<file path="src/rtl/imem_pkg.sv">
// Shared types, constants and address helpers for the instruction memory.
package imem_pkg;

  localparam logic [31:0] RV_NOP = 32'h00000013;

  // Helpers work on a wide address; callers size-cast in and out.
  localparam int ADDR_W = 64;

  typedef enum logic [0:0] {
    FILL = 1'b0,
    RUN  = 1'b1
  } imem_state_t;

  function automatic logic [ADDR_W-1:0] word_index(input logic [ADDR_W-1:0] addr);
    return addr >> 2;
  endfunction

  function automatic logic addr_fault(input logic [ADDR_W-1:0] addr, input int depth);
    return (addr[1:0] != 2'b00) || ((addr >> 2) >= ADDR_W'(unsigned'(depth)));
  endfunction

endpackage

</file>
<file path="src/rtl/imem_ram_1w1r.sv">
// DEPTH x XLEN single-write / single-read RAM with registered read and write-first bypass.
module imem_ram_1w1r #(
  parameter int XLEN  = 32,
  parameter int DEPTH = 64
) (
  input  logic                     i_clock,
  input  logic                     i_we,
  input  logic [$clog2(DEPTH)-1:0] i_waddr,
  input  logic [XLEN-1:0]          i_wdata,
  input  logic                     i_re,
  input  logic [$clog2(DEPTH)-1:0] i_raddr,
  output logic [XLEN-1:0]          o_rdata
);

  logic [XLEN-1:0] r_mem [DEPTH];
  logic [XLEN-1:0] r_rdata;

  always_ff @(posedge i_clock) begin
    if (i_we) begin
      r_mem[i_waddr] <= i_wdata;
    end
    // The read register holds between reads so the fetch output can hold its last value.
    if (i_re) begin
      r_rdata <= (i_we && (i_waddr == i_raddr)) ? i_wdata : r_mem[i_raddr];
    end
  end

  assign o_rdata = r_rdata;

endmodule

</file>
<file path="src/rtl/imem_fetch_unit.sv">
// Instruction memory: byte-addressed fetch port, programming port, NOP fill after reset.
// Define IMEM_WRITE_PROTECT_EN to add i_wp_lock and the o_wp_reject_cnt counter.
module imem_fetch_unit
  import imem_pkg::*;
#(
  parameter int              XLEN      = 32,
  parameter int              DEPTH     = 64,
  parameter logic [XLEN-1:0] FILL_WORD = XLEN'(RV_NOP)
) (
  input  logic            i_clock,
  input  logic            i_reset,
  input  logic            i_fetch_req,
  input  logic [XLEN-1:0] i_fetch_addr,
  output logic            o_fetch_ready,
  output logic            o_fetch_valid,
  output logic [XLEN-1:0] o_fetch_instr,
  output logic            o_fetch_fault,
  input  logic            i_prog_we,
  input  logic [XLEN-1:0] i_prog_addr,
  input  logic [XLEN-1:0] i_prog_data,
  output logic            o_prog_ack,
`ifdef IMEM_WRITE_PROTECT_EN
  input  logic            i_wp_lock,
  output logic [7:0]      o_wp_reject_cnt,
`endif
  output logic            o_init_done
);

  localparam int AW = $clog2(DEPTH);

  imem_state_t     r_state;
  logic [AW-1:0]   r_cnt;
  logic            r_init_done;
  logic            r_valid;
  logic            r_fault;
  logic            r_have_data;
  logic            r_prog_ack;

  logic            w_run;
  logic            w_fetch_acc;
  logic            w_fetch_fault;
  logic [AW-1:0]   w_fetch_idx;
  logic            w_prog_fault;
  logic [AW-1:0]   w_prog_idx;
  logic            w_prog_ok;
  logic            w_wp_block;
  logic            w_ram_we;
  logic [AW-1:0]   w_ram_waddr;
  logic [XLEN-1:0] w_ram_wdata;
  logic            w_ram_re;
  logic [XLEN-1:0] w_ram_rdata;

  assign w_run         = (r_state == RUN);
  assign w_fetch_fault = addr_fault(ADDR_W'(i_fetch_addr), DEPTH);
  assign w_fetch_idx   = AW'(word_index(ADDR_W'(i_fetch_addr)));
  assign w_prog_fault  = addr_fault(ADDR_W'(i_prog_addr), DEPTH);
  assign w_prog_idx    = AW'(word_index(ADDR_W'(i_prog_addr)));

`ifdef IMEM_WRITE_PROTECT_EN
  assign w_wp_block = i_wp_lock;
`else
  assign w_wp_block = 1'b0;
`endif

  assign w_fetch_acc = i_fetch_req & w_run;
  assign w_prog_ok   = w_run & i_prog_we & ~w_prog_fault & ~w_wp_block;
  // Faulting fetches never touch the array.
  assign w_ram_re    = w_fetch_acc & ~w_fetch_fault;

  always_comb begin
    w_ram_we    = 1'b1;
    w_ram_waddr = r_cnt;
    w_ram_wdata = FILL_WORD;
    if (w_run) begin
      w_ram_we    = w_prog_ok;
      w_ram_waddr = w_prog_idx;
      w_ram_wdata = i_prog_data;
    end
  end

  always_ff @(posedge i_clock or posedge i_reset) begin
    if (i_reset) begin
      r_state     <= FILL;
      r_cnt       <= '0;
      r_init_done <= 1'b0;
      r_valid     <= 1'b0;
      r_fault     <= 1'b0;
      r_have_data <= 1'b0;
      r_prog_ack  <= 1'b0;
    end else begin
      r_valid    <= w_fetch_acc;
      r_prog_ack <= w_prog_ok;
      if (w_fetch_acc) begin
        r_fault     <= w_fetch_fault;
        r_have_data <= 1'b1;
      end
      if (!w_run) begin
        r_cnt <= r_cnt + 1'b1;
        if (r_cnt == AW'(DEPTH - 1)) begin
          r_state     <= RUN;
          r_init_done <= 1'b1;
        end
      end
    end
  end

`ifdef IMEM_WRITE_PROTECT_EN
  logic [7:0] r_wp_cnt;

  always_ff @(posedge i_clock or posedge i_reset) begin
    if (i_reset) begin
      r_wp_cnt <= 8'd0;
    end else if (w_run && i_prog_we && i_wp_lock && (r_wp_cnt != 8'hFF)) begin
      r_wp_cnt <= r_wp_cnt + 8'd1;
    end
  end

  assign o_wp_reject_cnt = r_wp_cnt;
`endif

  imem_ram_1w1r #(
    .XLEN  (XLEN),
    .DEPTH (DEPTH)
  ) u_ram (
    .i_clock (i_clock),
    .i_we    (w_ram_we),
    .i_waddr (w_ram_waddr),
    .i_wdata (w_ram_wdata),
    .i_re    (w_ram_re),
    .i_raddr (w_fetch_idx),
    .o_rdata (w_ram_rdata)
  );

  // The RAM read register has no reset, so the output reads zero until the first fetch.
  assign o_fetch_instr = !r_have_data ? '0 : (r_fault ? FILL_WORD : w_ram_rdata);
  assign o_fetch_valid = r_valid;
  assign o_fetch_fault = r_fault;
  assign o_fetch_ready = w_run;
  assign o_prog_ack    = r_prog_ack;
  assign o_init_done   = r_init_done;

endmodule
</file>
<file path="config.mk">
export PLATFORM = sky130hd
export DESIGN_NAME = imem_fetch_unit
export DESIGN_NICKNAME = d
export VERILOG_FILES = /design/src/rtl/imem_pkg.sv /design/src/rtl/imem_ram_1w1r.sv /design/src/rtl/imem_fetch_unit.sv
export SDC_FILE = /design/constraint.sdc
export NUM_CORES = 2
export LEC_CHECK = 0
export CORE_ASPECT_RATIO = 1.1
export CORE_MARGIN = 8
export CORE_UTILIZATION = 40
export DETAILED_ROUTE_END_ITERATION = 7
export PLACE_DENSITY = 0.65
export SYNTH_ARGS = -nofsm -noshare
export SYNTH_HDL_FRONTEND = slang
export SYNTH_SLANG_ARGS = --single-unit
</file>
<file path="constraint.sdc">
create_clock -name i_clock -period 3.45 [get_ports i_clock]
set_clock_uncertainty 0.15 [all_clocks]
set_input_delay 0.69 -clock i_clock [delete_from_list [all_inputs] [get_ports i_clock]]
set_output_delay 0.69 -clock i_clock [all_outputs]
set_load 0.1 [all_outputs]
</file>
==> metrics.yaml <==
synth:
  syn-num-nets: 3671
  synthFlopType: "edfxtp_1"
  synth_cells: 3570
  async_reset_ff_frac: 0.00574
  synth_cell_types: 49
  synth-edff-count: 2080
  seq_area_frac_synth: 0.773
  ys_ff_latch: 2092
  avgSynthCellArea_um2: 22.7
  ys_warn_count: 0
  netlist_area_um2: 81200
clock_tree:
  cts_made_buffers: 199
  path_clk_slew_ps: 60
  clkSinkCount: 2092
  cts_root_buffer: "clkbuf_16"
  cts_tree: "yes"
  clkLatencyLatePin_ps: 850
  cts-htree-levels: 4
  cts_resized: 0
  cts_buffer_depth: 3
layout:
  ff_latch_area_um2: 62800
  drive_gt1_frac: 0.321
  syn_to_final_growth_pct: 19.0
  multi_input_area_um2: 17600
  final_nets: 4233
  fillCellCount: 16070
  layout_common_cells: "edfxtp_1, mux4_2, buf_4, mux2i_1, clkbuf_16"
  layout_commonest_cell: "edfxtp_1"
  stdcell_count: 7014
detailed_routing:
  totalWireLength_um: 209000
  drt-pass1-iter-count: 6
  wl_per_cell_um: 29.7
  viasPerCell: 5.65
  drc: 0
  drt-initial-drc-count: 4747
  vias: 39654
  ant_nets: 0
timing:
  rsz0062_at_grt: "false"
  finalHoldViolCount: 0
  min_period_ps: 3220
  final_max_slew_viol_count: 0
  timing.final.crit_share: 0.934
  setup_ws_ps: 227
  clock.fmax_mhz: 310
  worst_pin_slew_ps: 1120
  whs_ps: 344
  max_slew_margin: 0.257
  setup_violations: 0
critical_path:
  cp-start-kind: "register"
  slowest_delay_ps: 460
  worstPathMaxFanout: 9
  required_ps: 2610
  path_buf_inv: 2
  critPathKind: "register to primary output"
  crit_family: "simple AND/OR/NAND/NOR gates"
  crit_slowest_cell: "dfrtp_1"
  cp.arrival_ps: 2380
  end_kind: "primary output"
  cp_cell_sequence: "nor2b_4, buf_12, and2_1, buf_4"
  r2r_slack_ps: 590
global_routing:
  track_usage: 0.189
  grt_max_degree: 65
  grt_pass1_vias: 40419
  use_met2: 0.312
  antenna_found_initial: 8
  grt_first_pass_wirelength_um: 298000
  grtUsageMet3: 0.0335
  gr-total-overflow: 0
  busiest_layer: "met2"
  met1_usage: 0.258
worst_hold_path:
  min_path_type: "register to register"
placement:
  routabilityCongestion: 0.832
  dp_cells: 6640
  place_ws_ps: -133
  dpl.hpwl_um: 133000
  portBuffers: 136
floorplan:
  design.portCount: 137
  start_util: 0.402
  core_area_um2: 202000
  num_rows: 173
  die_area_um2: 218000
  die_h_um: 489
  die_w_um: 446
run:
  maxCapViolations: 0
outcome:
  outcome: "finished, final reports clean"
power:
  p_per_area_nw_per_um2: 521
  p_leak_nw: 25.9
  ir_drop_mv: 0.588
-- synth_stat cells, types with 5 or more instances --
cell | instances | area (µm²)
a211oi_1 | 8 | 60.1
a21oi_1 | 15 | 75.1
a221oi_1 | 6 | 52.6
a22oi_1 | 35 | 263
a311oi_1 | 5 | 43.8
a31oi_1 | 25 | 156
and2_1 | 60 | 375
buf_1 | 7 | 26.3
buf_12 | 6 | 120
buf_2 | 62 | 310
buf_4 | 54 | 405
buf_6 | 20 | 225
clkbuf_1 | 39 | 146
dfrtp_1 | 12 | 300
edfxtp_1 | 2080 | 62500
inv_1 | 10 | 37.5
mux2_2 | 18 | 203
mux2i_1 | 218 | 2180
mux4_1 | 10 | 263
mux4_2 | 510 | 11500
nand2_1 | 55 | 206
nand2b_1 | 14 | 87.6
nand3_1 | 15 | 75.1
nand4_1 | 9 | 56.3
nor2_1 | 124 | 465
nor2b_1 | 17 | 106
nor4_1 | 12 | 75.1
o2111ai_1 | 6 | 52.6
o211ai_1 | 13 | 97.6
o21ai_0 | 7 | 35.0
o22ai_1 | 49 | 307
o32ai_1 | 8 | 70.1
xnor2_1 | 11 | 96.3
-- flip-flops by register name, indices dropped and copies added (netlist names) --
| name | cells |
|---|---|
| o_init_done | 1 |
| r_have_data | 1 |
| u_ram.r_mem | 2048 |
| r_cnt | 6 |
| o_fetch_fault | 1 |
| o_fetch_ready | 1 |
| o_prog_ack | 1 |
| o_fetch_valid | 1 |
| u_ram.o_rdata | 32 |
-- final timing paths --
path | to | depth (start not counted) | startpoint
min reg2reg | o_init_done | 1 | o_init_done
min in group asynchronous | r_cnt[3] | 3 | i_reset
min | o_init_done | 1 | o_init_done
max | o_fetch_instr[23] | 4 | o_fetch_fault
max in group asynchronous | o_fetch_ready | 3 | i_reset
max reg2reg | u_ram.r_mem[27][21] | 6 | o_fetch_ready
-- cell type report --
cell class,count,area share
sequential,2092,0.650
multi-input combinational,1274,0.182
timing repair buffer,555,0.0666
clock buffer,238,0.0535
tap,2712,0.0351
clock inverter,125,0.0122
inverter,10,0.000389
antenna,8,0.000207
-- report_power, final --
group	leakage, nW	internal [mW]	switching (mW)
registers	14.7	27.5	0
logic	8.09	0.647	0.763
clock network	3.11	12.0	9.45
total	25.9	40.1	10.2
-- what timing repair did --
action / 4_1_cts / 5_1_grt
hold buffers: 1 / 0
hold endpoints to repair: 12 / 0
setup buffers: 2 / 0
setup endpoints to repair: 8 / 0
-- through the flow --
stage                     TNS, ps   util  area, µm²  total power [mW]
final                           0  0.478      96600              50.4
after global routing            0  0.478      96600              51.6
after CTS                       0  0.478      96600              50.7
after detailed placement   -39380  0.447      90200              29.5
after global placement    -337120  0.447      90200              29.5
after floorplan           -117420      -      81700              28.9
-- logic make-up (layout without fill, tap and decap cells) --
family | Yosys count | after routing | share of synthesized area
flip-flops | 2092 | 2092 | 0.773
buffers and inverters | 204 | 928 | 0.0166
AO/OA/AOI/OAI | 188 | 188 | 0.0160
adder cells (fa/ha/maj) | 1 | 1 | 0.000154
XOR/XNOR | 11 | 11 | 0.00119
other | 0 | 8 | 0
AND/OR/NAND/NOR | 318 | 318 | 0.0189
multiplexers | 756 | 756 | 0.174
-- metal layers --
metal,part of all wire,wire length [µm]
met2,0.49,103000
met5,0,0
met4,0.028,5930
met3,0.074,15400
met1,0.40,84200
No activity file was read; power rests on OpenSTA's default activity.
